### src/rtl/booth_seq_ctrl_if.sv
// Handshake and data bundle between the operand/result PIOs and booth_seq_ctrl.
//   start, abort               : request and cancel strobes (master -> slave)
//   multiplicand, multiplier   : signed WIDTH-bit operands (master -> slave)
//   busy, done                 : operation in progress / one-cycle completion pulse
//   product                    : signed 2*WIDTH-bit held result (slave -> master)
interface booth_seq_ctrl_if #(
  parameter int unsigned WIDTH = 6
);
  logic                 start;
  logic                 abort;
  logic [WIDTH-1:0]     multiplicand;
  logic [WIDTH-1:0]     multiplier;
  logic                 busy;
  logic                 done;
  logic [2*WIDTH-1:0]   product;

  modport master (
    output start, abort, multiplicand, multiplier,
    input  busy, done, product
  );

  modport slave (
    input  start, abort, multiplicand, multiplier,
    output busy, done, product
  );
endinterface

### src/rtl/booth_seq_ctrl.sv
// Sequential radix-2 Booth multiplier: one Booth step per clock.
// Ports:
//   clk   : system clock, rising edge
//   reset : asynchronous, active-high reset
//   bus   : booth_seq_ctrl_if.slave (start/abort/operands in, busy/done/product out)
// A start accepted in IDLE is followed by WIDTH RUN cycles and one FIN cycle; the product
// register updates on the FIN edge and done pulses for the following cycle.
module booth_seq_ctrl #(
  parameter int unsigned WIDTH = 6,
  parameter int unsigned CNT_W = 3
) (
  input logic            clk,
  input logic            reset,
  booth_seq_ctrl_if.slave bus
);

  localparam logic [1:0] StIdle = 2'd0;
  localparam logic [1:0] StRun  = 2'd1;
  localparam logic [1:0] StFin  = 2'd2;

  logic [1:0]         state_q, state_d;
  // A and M carry one extra bit so M = -2**(WIDTH-1) cannot overflow on subtraction.
  logic [WIDTH:0]     a_q, a_d;
  logic [WIDTH:0]     m_q, m_d;
  logic [WIDTH-1:0]   q_q, q_d;
  logic               qm1_q, qm1_d;
  logic [CNT_W-1:0]   cnt_q, cnt_d;
  logic               busy_q, busy_d;
  logic               done_q, done_d;
  logic [2*WIDTH-1:0] product_q, product_d;
  logic [WIDTH:0]     sum;

  always_comb begin
    unique case ({q_q[0], qm1_q})
      2'b10:   sum = a_q - m_q;
      2'b01:   sum = a_q + m_q;
      default: sum = a_q;
    endcase
  end

  always_comb begin
    state_d   = state_q;
    a_d       = a_q;
    m_d       = m_q;
    q_d       = q_q;
    qm1_d     = qm1_q;
    cnt_d     = cnt_q;
    done_d    = 1'b0;
    product_d = product_q;

    unique case (state_q)
      StIdle: begin
        // abort is ignored here, so start+abort together still launches.
        if (bus.start) begin
          a_d     = '0;
          q_d     = bus.multiplier;
          qm1_d   = 1'b0;
          m_d     = {bus.multiplicand[WIDTH-1], bus.multiplicand};
          cnt_d   = CNT_W'(WIDTH);
          state_d = StRun;
        end
      end
      StRun: begin
        if (bus.abort) begin
          state_d = StIdle;
        end else begin
          // Arithmetic right shift of {A,Q,Q-1} applied to the add/sub result.
          a_d   = {sum[WIDTH], sum[WIDTH:1]};
          q_d   = {sum[0], q_q[WIDTH-1:1]};
          qm1_d = q_q[0];
          cnt_d = cnt_q - CNT_W'(1);
          if (cnt_q == CNT_W'(1)) begin
            state_d = StFin;
          end
        end
      end
      StFin: begin
        state_d = StIdle;
        if (!bus.abort) begin
          product_d = {a_q[WIDTH-1:0], q_q};
          done_d    = 1'b1;
        end
      end
      default: state_d = StIdle;
    endcase

    busy_d = (state_d != StIdle);
  end

  always_ff @(posedge clk or posedge reset) begin
    if (reset) begin
      state_q   <= StIdle;
      a_q       <= '0;
      m_q       <= '0;
      q_q       <= '0;
      qm1_q     <= 1'b0;
      cnt_q     <= '0;
      busy_q    <= 1'b0;
      done_q    <= 1'b0;
      product_q <= '0;
    end else begin
      state_q   <= state_d;
      a_q       <= a_d;
      m_q       <= m_d;
      q_q       <= q_d;
      qm1_q     <= qm1_d;
      cnt_q     <= cnt_d;
      busy_q    <= busy_d;
      done_q    <= done_d;
      product_q <= product_d;
    end
  end

  assign bus.busy    = busy_q;
  assign bus.done    = done_q;
  assign bus.product = product_q;

endmodule

### src/flat_wrapper.sv
// flat-port wrapper written by rule: the top's interface ports become plain ports
module booth_seq_ctrl_flat 
#(
  parameter int unsigned WIDTH = 6,
  parameter int unsigned CNT_W = 3
)
  (clk, reset, bus_start, bus_abort, bus_multiplicand, bus_multiplier, bus_busy, bus_done, bus_product);
  booth_seq_ctrl_if #(.WIDTH(WIDTH)) bus_i ();
  input logic clk;
  input logic reset;
  input wire logic [$bits(bus_i.start)-1:0] bus_start;
  input wire logic [$bits(bus_i.abort)-1:0] bus_abort;
  input wire logic [$bits(bus_i.multiplicand)-1:0] bus_multiplicand;
  input wire logic [$bits(bus_i.multiplier)-1:0] bus_multiplier;
  output wire logic [$bits(bus_i.busy)-1:0] bus_busy;
  output wire logic [$bits(bus_i.done)-1:0] bus_done;
  output wire logic [$bits(bus_i.product)-1:0] bus_product;
  assign bus_i.start = bus_start;
  assign bus_i.abort = bus_abort;
  assign bus_i.multiplicand = bus_multiplicand;
  assign bus_i.multiplier = bus_multiplier;
  assign bus_busy = bus_i.busy;
  assign bus_done = bus_i.done;
  assign bus_product = bus_i.product;
  booth_seq_ctrl #(.WIDTH(WIDTH), .CNT_W(CNT_W)) u_core (.clk(clk), .reset(reset), .bus(bus_i));
endmodule
### config.mk
export PLATFORM = sky130hd
export DESIGN_NAME = booth_seq_ctrl_flat
export DESIGN_NICKNAME = d
export VERILOG_FILES = /design/src/rtl/booth_seq_ctrl_if.sv /design/src/rtl/booth_seq_ctrl.sv /design/src/flat_wrapper.sv
export SDC_FILE = /design/constraint.sdc
export NUM_CORES = 1
export LEC_CHECK = 0
export ABC_AREA = 1
export CAP_MARGIN = 25
export CORE_ASPECT_RATIO = 0.75
export CORE_MARGIN = 5
export CORE_UTILIZATION = 58
export CTS_CLUSTER_SIZE = 8
export DETAILED_ROUTE_END_ITERATION = 10
export PLACE_DENSITY = 0.83
export SYNTH_ARGS = -nofsm -noshare
export SYNTH_HDL_FRONTEND = slang
export SYNTH_SLANG_ARGS = --single-unit
### constraint.sdc
create_clock -name clk -period 5 [get_ports clk]
set_clock_uncertainty 0.05 [all_clocks]
set_input_delay 1 -clock clk [delete_from_list [all_inputs] [get_ports clk]]
set_output_delay 1 -clock clk [all_outputs]
set_load 0.005 [all_outputs]
# --- Word-level counts from Yosys, hierarchy flattened ---
# Cells that the tools add are included.
totals:
  reg_bits: 39
  out_inout_bits: 14
  word_cells: 45
  in_bits: 16
op_classes:
  muxes: 19
  n_addsub: 3
  reduce_logical: 6
  n_eq_ne: 7
  bitwise: 1
ops:
  columns: ["cell", "count"]
  rows:
  - ["7-bit one-hot mux with 2 select lines", 2]
  - ["7-bit two-way mux", 2]
  - ["6-bit two-way mux", 2]
  - ["6-bit one-hot mux with 2 select lines", 1]
  - ["7-bit adder", 1]
  - ["7-bit subtractor", 1]
  - ["2-bit two-way mux", 3]
  - ["3-bit two-way mux", 2]
  - ["3-bit one-hot mux with 2 select lines", 1]
  - ["2-bit by 1-bit equality test with 1-bit output (second input constant)", 2]
  - ["2-bit equality test (second input constant)", 2]
  - ["1-bit two-way mux", 4]
  - ["2-bit != test (second input constant)", 2]
  - ["2-bit one-hot mux with 2 select lines", 1]
  - ["2-bit AND reduction", 2]
  - ["2-bit nonzero test", 2]
  - ["3-bit by 1-bit equality test with 1-bit output (second input constant)", 1]
  - ["3-bit AND reduction", 1]
  - ["3-bit by 1-bit subtractor with 3-bit output (second input constant)", 1]
  - ["2-bit zero test", 1]
  - ["1-bit one-hot mux with 2 select lines", 1]
  - ["1-bit NOT", 1]

# --- Logic depth before layout (Yosys ltp) ---
# Gate-level depths: netlist of the first run.
logic_depth:
  word_depth: 5
  mapped_depth: 14
  depth_no_buf: 13

# --- Least setup slack after synthesis of the first run ---
# Ideal clock, no wire load.
synth_path:
  path_kind: "reg-to-reg"
  startpoint: "register u_core.q_q[0]"
  endpoint: "register u_core.a_q[3]"
  required_ns: 4.829
  n_path_buf: 1
  path_slack_ns: 2.894
  setup_ns: 0.121
  synth_period_minus_slack_ns: 2.106
  path_stages_with_launch: 15
  t_arrival_ns: 1.935
  path_cell_list: "dfrtp_1 -> inv_1 -> ha_1 -> clkbuf_1 -> nand2_1 -> o21ai_0 -> inv_1 -> fa_1 -> inv_1 -> nand3_1 -> nand3_1 -> xnor2_1 -> nand2_1 -> nand2_1 -> o21ai_1"
synth_via:
  elab_chain_len: 4
  word_cells_on_any_way: 5
  cone_classes: "2 x eq/ne; 3 x mux"
synth_rtl:
  columns: ["element", "line_no", "text"]
  rows:
  - ["start, declared", "booth_seq_ctrl.sv:25", "logic [WIDTH-1:0] q_q, q_d;"]
  - ["start signal, assigned", "booth_seq_ctrl.sv:105", "q_q <= q_d;"]
  - ["2-bit by 1-bit equality test with 1-bit output or 2-bit equality test (tied branches)", "booth_seq_ctrl.sv:34", "unique case ({q_q[0], qm1_q})"]
  - ["7-bit one-hot mux with 2 select lines *", "booth_seq_ctrl.sv:34", null]
  - ["7-bit two-way mux *", "booth_seq_ctrl.sv:64", "if (bus.abort) begin"]
  - ["7-bit one-hot mux with 2 select lines *", "booth_seq_ctrl.sv:51", "unique case (state_q)"]
  - ["end signal, assigned", "booth_seq_ctrl.sv:93", "a_q <= '0;"]
  - ["end signal, assigned", "booth_seq_ctrl.sv:103", "a_q <= a_d;"]
  - ["end, declared", "booth_seq_ctrl.sv:23", "logic [WIDTH:0] a_q, a_d;"]
# Every way passes the cells marked *; elsewhere a longest branch is shown, timed or not. The select of a mux whose other input is x is not followed.
# A chain may end at the register's enable or synchronous reset.

# --- Worst setup path in the final report of the first run ---
# Ends and elaborated chain as after synthesis.

==> impl_metrics.ini, run 1 <==
[finish]
final_cell_mix = 45 x nand2_1, 38 x dfrtp_1, 34 x inv_1, 29 x clkdlybuf4s50_1, 17 x nand3_1
final_cell_area_sq_um = 2435
fill_cells = 250
fin_nets = 293
final_common_cell = nand2_1
drive_gt1_frac = 0.07865
syn_to_final_growth_pct = 19.46
final-instance-count-excl-fill = 307
utilization = 0.7305
diodes = 0

[worst_setup_path]
startpoint_type = flip-flop
cp.required_ps = 5140
path_depth = 13
crit_family = adder cells
path_buf_inv = 3
crit_type = reg -> reg
cp_cell_sequence = inv_1, ha_1, nand2_1, o21ai_0, inv_1, fa_1, inv_1, nand3_1, nand3_1, xnor2_1, nand2_1, nand2_1, o21ai_1
cp_max_fo = 8
slowest_stage = fa_1
r2r_cells = 13
cp.arrival_ps = 2560
cpPeakStageDelay_ps = 440
end_kind = flip-flop

[logic_synthesis]
ys_seq_area_frac = 0.4665
synth_top_area_share = 0.4665
syn_area_per_cell_sq_um = 8.636
ys_ff_latch = 38
yosysWarnings = 0
synth_area_sq_um = 2038
synth_edf_count = 0
yosysUniqueCellTypes = 32
synth_top_cell_by_area = dfrtp_1
postSynth.asyncResetShare = 1.000
syn-num-nets = 263
synth_ff_type = dfrtp_1
synthTopCellsByArea = dfrtp_1 47%, nand2_1 8.3%, inv_1 6.3%
synthesis.instances = 236

[drt]
wl_per_cell_um = 13.46
drc = 0
vias = 1690
ant_nets = 0
dr.pass1.iters = 4
via_per_inst = 5.505
drtIter0Drc = 176
drt-total-wl_mm = 4.131

[cts]
clk_pin_slew_ps = 70
clock_sinks = 38
clock_tree.buffer_depth = 2
numCtsBuffers = 5
htree_levels = 2
clkLatencyLatePin_ps = 300
cts_resized = 0
cts_tree = built
postCtsSetupBuffers = 0
hold_buffers = 0
clock-root-buffer = clkbuf_8

[worst_hold_path]
hold_path_class = reg -> reg
hold_path_depth = 2

[place]
port_buffers = 29
dp.cells = 299
place.gp.congestion = 0.8629
dp_hpwl_mm = 3.033
place_area_sq_um = 2340

[pwr]
switching_share = 0.4008
p_sw_uw = 475.9
p_leak_uw = 0.001195
ir_drop_mv = 0.3310
pwr-share-clk = 0.187
p_total_uw = 1187
powerDensity_nw_per_um2 = 487.6
seqPwrFrac = 0.367
intPower_uw = 711.3
combPwrFrac = 0.447

[timing]
report.final.slew_viol_count = 0
hold_viol_final = 0
timing.setup.tns_ps = 0
maxSlewHeadroom = 0.6950
finalCritPeriodShare = 0.4847
final.min_clock_period_ps = 2424
setup_viol = 0
tightest_slew_ps = 457.5
clock.fmax_mhz = 412.6
rsz0062_at_grt = false

[global_route]
grt_pass1_vias = 1566
grt_antenna_before_repair = 0
globalRouteOverflowTotal = 0
grtUsageTotal = 0.1964
grt_pass1_wl_mm = 7.162
grt_max_degree = 39

[die]
io_pins = 30
die_w_um = 78.45
start_util = 0.6115
die-area_sq_um = 4812
rows = 18
die_y_um = 61.34
core_region_area_sq_um = 3333

[run]
drv_cap = 0

[outcome]
status = complete, no violations
-- power groups by stage --
stage	clock, uW	sequential (uW)	combinational (uW)
2_1_floorplan	0	429	398
3_3_place_gp	0	438	510
3_5_place_dp	0	440	519
4_1_cts	227	434	529
5_1_grt	240	445	609
6_report	222	435	530
-- per-layer routing --
| metal | part of all wire | GRT usage | up-vias |
|---|---|---|---|
| met5 | 0 | 0 | - |
| met2 | 0.43 | 0.3195 | 54 |
| met3 | 0.079 | 0.04825 | 8 |
| li1 | - | - | 843 |
| met1 | 0.47 | 0.2582 | 785 |
| met4 | 0.016 | 0.08229 | 0 |
-- cell families after synthesis --
kind of cell,share of synthesized area
simple gates,0.2087
buf+inv,0.09269
compound gates,0.1246
flops,0.4665
fa+ha+maj,0.07121
xor+xnor,0.02578
mux,0.01044
-- tightest hold or removal path, stage by stage (launching register included) --
cell	delay, ps
dfrtp_1	340
nand2_1	50
o21ai_0	60
-- through the flow --
step,hold slack [ps],setup slack (ps)
3_3_place_gp,412.7,2403
5_1_grt,455.8,2367
2_1_floorplan,401.5,2894
4_1_cts,440.4,2598
3_5_place_dp,421.6,2358
6_report,433.9,2576
-- cells in the mapped netlist, types with 2 or more instances --
cell and n:
buf_6 2, inv_1 34, inv_2 4, o21ai_0 16, nand2_1 45, a21oi_1 13
o21ai_1 3, nand3_1 17, xnor2_1 2, nand4_1 8, ha_1 10, buf_2 2
clkbuf_2 2, nand2_4 2, o221ai_1 5, a31oi_1 3, nor3_1 2, dfrtp_1 38
nor2_1 12, xor2_1 4
-- sequential cells by signal (all words and copies together) (netlist names) --
register and flops:
u_core.bus.product 12, u_core.a_q 6, u_core.qm1_q 1, u_core.bus.done 1, u_core.cnt_q 3, u_core.m_q 6, u_core.q_q 6, u_core.bus.busy 1
u_core.state_q 2
-- cell type report --
class | count | area [sq um] | area share
inverter | 38 | 142.6 | 0.05858
timing repair buffer | 30 | 297.8 | 0.1223
clock buffer | 6 | 82.58 | 0.03392
tap | 40 | 50.05 | 0.02055
clock inverter | 2 | 12.51 | 0.005139
multi-input combinational | 153 | 898.4 | 0.3690
sequential | 38 | 950.9 | 0.3905
-- path summary, 6_finish.rpt --
kind,from,end,slack (ps)
worst max-delay path,u_core.q_q[0],u_core.a_q[3],2580
worst min-delay path,u_core.bus.product[8],u_core.bus.product[8],430
worst max register to register,u_core.q_q[0],u_core.a_q[3],2580
worst min register to register,u_core.bus.product[8],u_core.bus.product[8],430
max in group asynchronous,reset,u_core.a_q[4],3520
min in group asynchronous,reset,u_core.bus.product[0],1060
No activity file was read; power rests on OpenSTA's default activity.
==> run 2, diff against run 1 <==
CORE_UTILIZATION = 48   (was 58)
PLACE_DENSITY = 0.73   (was 0.83)
clock period = 2.1 ns   (was 5 ns; I/O delays follow)
==> run 2 against run 1 <==
  * The run now ends with setup timing left
  * Wire length increased by 7.5%
  * First-iteration DRC count decreased by 47%
  * Design area increased by 8.1%
  * Sequential share of layout area decreased by 2.9 points
  * Worst hold slack improved by 2.2 ps
  * Highest routed layer unchanged
  * Critical endpoint is now u_core.a_q[5]
  * Via count decreased by 0.53%
  * Die area increased by 18%
  * Non-clock buffer count increased by 13
  * Maximum frequency increased by 15%
==> impl_metrics.ini, run 2 (synthesized netlist as in run 1, its figures left out) <==
[finish]
final-instance-count-excl-fill = 334
drive_gt1_frac = 0.1756
fin_nets = 306
largest_reg_flops = 12
diodes = 0
syn_to_final_growth_pct = 29.10
final_cell_mix = 44 x nand2_1, 38 x dfrtp_1, 31 x inv_1, 29 x clkdlybuf4s50_1, 17 x nand3_1
utilization = 0.6451
final_common_cell = nand2_1
fill_cells = 349

[worst_setup_path]
crit_type = reg -> reg
cp.arrival_ps = 2240
end_kind = flip-flop
cpPeakStageDelay_ps = 400
startpoint_type = flip-flop
r2r_cells = 13
slowest_stage = dfrtp_1
cp_max_fo = 3
crit_top_cell = nand2_1
cp_cell_sequence = buf_6, nor3_4, a31oi_2, xor2_1, ha_1, nand2_1, inv_1, nand2_1, nand2_1, nor2_1, nand3_1, nand3_1, nand2_1
cp.required_ps = 2230

[global_route]
grt_pass1_vias = 1558
grtUsageTotal = 0.1643
grt_antenna_before_repair = 0
grt_max_degree = 39
globalRouteOverflowTotal = 0
grt_pass1_wl_mm = 7.314

[drt]
wl_per_cell_um = 13.30
via_per_inst = 5.033
dr.pass1.iters = 7
drc = 0
drtIter0Drc = 94
drt-total-wl_mm = 4.442
vias = 1681
ant_nets = 0

[timing]
clock.fmax_mhz = 475.0
maxSlewHeadroom = 0.6815
final.min_clock_period_ps = 2105
setup_viol = 1
hold_viol_final = 0
rsz0062_at_grt = true
tightest_slew_ps = 477.8
report.final.slew_viol_count = 0
final.setup.worst_slack_ps = -5.411
hold_ws_ps = 436.1
finalCritPeriodShare = 1.003

[cts]
hold_buffers = 0
clock_sinks = 38
clock_tree.buffer_depth = 2
clock-root-buffer = clkbuf_8
clk_pin_slew_ps = 80
cts_tree = built
numCtsBuffers = 5
clkLatencyLatePin_ps = 280
htree_levels = 2

[pwr]
p_total_uw = 3094
ir_drop_mv = 0.6525
p_leak_uw = 0.001255
powerDensity_nw_per_um2 = 1176

[die]
rows = 20
die_w_um = 85.25
die-area_sq_um = 5663
die_y_um = 66.44
start_util = 0.4997
core_region_area_sq_um = 4079
io_pins = 30

[place]
dp_slack_ps = -34.63
port_buffers = 29
dp.cells = 324
place.gp.congestion = 0.8507
dp_hpwl_mm = 3.113

[run]
drv_cap = 0

[outcome]
violations = setup timing
status = complete, but fails checks

[worst_hold_path]
hold_path_depth = 2
hold_path_class = reg -> reg
run 2: stage by stage:
stage / TNS (ps) / area (sq um)
floorplan: 0 / 2039
detailed placement: -39.36 / 2434
global placement: 0 / 2434
finish: -5.411 / 2631
CTS: 0 / 2524
global route: -184.8 / 2631
run 2: cell type report:
class	count	area [sq um]	share of cell area
Tap cell	55	68.82	0.02615
Sequential cell	38	950.9	0.3614
Multi-Input combinational cell	153	985.9	0.3747
Clock buffer	6	72.57	0.02758
Clock inverter	1	7.507	0.002853
Inverter	38	142.6	0.05421
Timing Repair Buffer	43	402.9	0.1531
run 2: routing by layer:
| metal | part of all wire | track usage | wire [um] |
|---|---|---|---|
| met4 | 0.0090 | 0.03755 | 40 |
| met3 | 0.061 | 0.05479 | 270 |
| met1 | 0.50 | 0.2261 | 2205 |
| met5 | 0 | 0 | 0 |
| met2 | 0.43 | 0.2510 | 1924 |
run 2: final timing paths:
kind	from	endpoint	slack (ps)
setup / recovery	u_core.m_q[0]	u_core.a_q[5]	-5
hold reg to reg	u_core.bus.product[4]	u_core.bus.product[4]	440
setup reg to reg	u_core.m_q[0]	u_core.a_q[5]	-5
min in group asynchronous	reset	u_core.cnt_q[1]	480
hold / removal	u_core.bus.product[4]	u_core.bus.product[4]	440
max in group asynchronous	reset	u_core.a_q[1]	1170
run 2: timing repair:
| item | CTS | global route |
|---|---|---|
| endpoints found under the setup margin | 4 | 5 |
| gates resized for setup | 4 | 20 |
| pin swaps | 0 | 11 |
| endpoints found under the hold margin | 0 | 0 |
| buffers inserted | 0 | 3 |
run 2: critical path: cells and delay by family, from the launching register on:
kind	cells	cell delay, ps
and+or+nand+nor	8	750
DFF	1	400
adders and majority gates	1	350
buffers and inverters	2	190
xor gates and xnor gates	1	150
AOI/OAI and AO/OA	1	120
run 2: report_power, final:
part / internal, uW / switching (uW) / total [uW]
logic: 723 / 843 / 1570
clock network: 228 / 252 / 480
registers: 916 / 132 / 1050
total: 1870 / 1230 / 3090
==> run 3, diff against run 2 <==
CORE_MARGIN = 2   (was 5)
SETUP_SLACK_MARGIN = 0.3   (was unset)
==> run 3 against run 2 <==
  * The flow now finishes without violations
  * First-iteration DRC count grew 23%
  * Clock power shrank 2%
  * Sequential share of layout area shrank 1.4 points
  * Flip-flop and latch count is the same
  * Worst setup slack gained 26 ps
  * Critical path depth shrank 2
  * Critical path type unchanged
  * Via count grew 2.9%
  * Largest power group unchanged
  * Register-to-register slack gained 30 ps
  * Maximum frequency grew 1.3%
==> impl_metrics.ini, run 3 (synthesized netlist as in run 1, its figures left out) <==
[outcome]
status = complete, no violations

[global_route]
grt_antenna_before_repair = 0
grt_pass1_vias = 1616
globalRouteOverflowTotal = 0
grtUsageTotal = 0.2039
grt_max_degree = 39
grt_pass1_wl_mm = 7.486

[worst_setup_path]
startpoint_type = flip-flop
cp.required_ps = 2220
cp_max_fo = 4
end_kind = flip-flop
crit_type = reg -> reg
cp.arrival_ps = 2200

[finish]
final_common_cell = nand2_1
syn_to_final_growth_pct = 34.44
ff_latch_area_sq_um = 952.2
fin_nets = 307
final-instance-count-excl-fill = 335
final_cell_mix = 41 x nand2_1, 37 x dfrtp_1, 29 x clkdlybuf4s50_1, 27 x inv_1, 15 x o21ai_0
drive_gt1_frac = 0.2357
multi_input_area_sq_um = 1079
largest_reg_flops = 12
final_cell_area_sq_um = 2740
fill_cells = 338
diodes = 0

[timing]
timing.setup.tns_ps = 0
tightest_slew_ps = 473.5
hold_viol_final = 0
maxSlewHeadroom = 0.6843
hold_ws_ps = 433.6
final.min_clock_period_ps = 2079
report.final.slew_viol_count = 0
finalCritPeriodShare = 0.9901
rsz0062_at_grt = true
clock.fmax_mhz = 481.0
setup_viol = 0

[die]
rows = 20
start_util = 0.5028
die-area_sq_um = 4789
io_pins = 30
die_w_um = 79.25
core_region_area_sq_um = 4054
die_y_um = 60.44

[pwr]
ir_drop_mv = 0.6673
powerDensity_nw_per_um2 = 1237
p_leak_uw = 0.001283
p_total_uw = 3389

[cts]
clkLatencyLatePin_ps = 280
numCtsBuffers = 5
clock_tree.buffer_depth = 2
clk_pin_slew_ps = 70
cts_tree = built
htree_levels = 2
clock-root-buffer = clkbuf_8
clock_sinks = 38

[drt]
drt-total-wl_mm = 4.395
dr.pass1.iters = 4
drc = 0
ant_nets = 0
wl_per_cell_um = 13.12
wl_met2_mm = 1.955
drtIter0Drc = 116
vias = 1730
via_per_inst = 5.164
wl_met3_um = 183
wl_met1_mm = 2.191
highest_layer = met4

[run]
drv_cap = 0

[place]
port_buffers = 29
place_area_sq_um = 2469
dp.cells = 319
dp_hpwl_mm = 3.130
place.gp.congestion = 0.9332

[worst_hold_path]
hold_path_class = reg -> reg
-- run 3: cell count changes in the layout (fill, tap and decap cells not counted), moves of 3 or more --
cell     before  now
ha_4          3    6
inv_1        31   27
inv_2         7   11
nand2_1      44   41
nand3_1      17   14
nand3_2       1    4
-- run 3: final cells by class --
type,count,area share
Sequential cell,38,0.3475
Inverter,38,0.05205
Clock buffer,6,0.02648
Clock inverter,1,0.002740
Timing Repair Buffer,44,0.1525
Tap cell,55,0.02511
Multi-Input combinational cell,153,0.3936
-- run 3: path summary, 6_finish.rpt --
kind,from,end,slack (ps),cells after the start
max in group asynchronous,reset,u_core.m_q[2],1150,3
worst max-delay path,u_core.m_q[0],u_core.a_q[3],20,11
min in group asynchronous,reset,u_core.bus.done,490,3
worst min register to register,u_core.bus.product[10],u_core.bus.product[10],430,2
worst min-delay path,u_core.bus.product[10],u_core.bus.product[10],430,2
worst max register to register,u_core.m_q[0],u_core.a_q[3],20,11
-- run 3: timing repair --
item                                    4_1_cts  5_1_grt
pin swaps                                    11       11
hold buffers                                  0        0
resized for setup                            14       14
setup buffers                                 5        4
gates cloned                                  0        0
endpoints found under the setup margin        6        6
-- run 3: per-stage QoR --
step / util / setup WS [ps]
detailed placement: 0.6090 / -31.28
floorplan: - / 168.4
CTS: 0.6515 / 62.49
finish: 0.6759 / 20.87
global placement: 0.6090 / -8.226
global route: 0.6759 / -130.2
-- run 3: power by group --
part | switching (uW) | internal (uW) | total (uW)
clock network | 243 | 228 | 470
logic | 968 | 888 | 1860
registers | 146 | 917 | 1060
-- run 3: critical path: stages (launching register included) --
cell,delay [ps]
dfrtp_1,430
inv_2,80
ha_4,180
a21oi_2,120
xor2_1,210
ha_1,320
buf_4,160
buf_4,130
xnor2_2,130
nand2_1,60
nand2_1,60
o21ai_1,50
-- run 3: per-layer routing --
layer	GRT usage	vias up
met5	0	-
met2	0.3220	41
met1	0.2850	808
li1	-	872
met4	0.06158	0
met3	0.04911	9
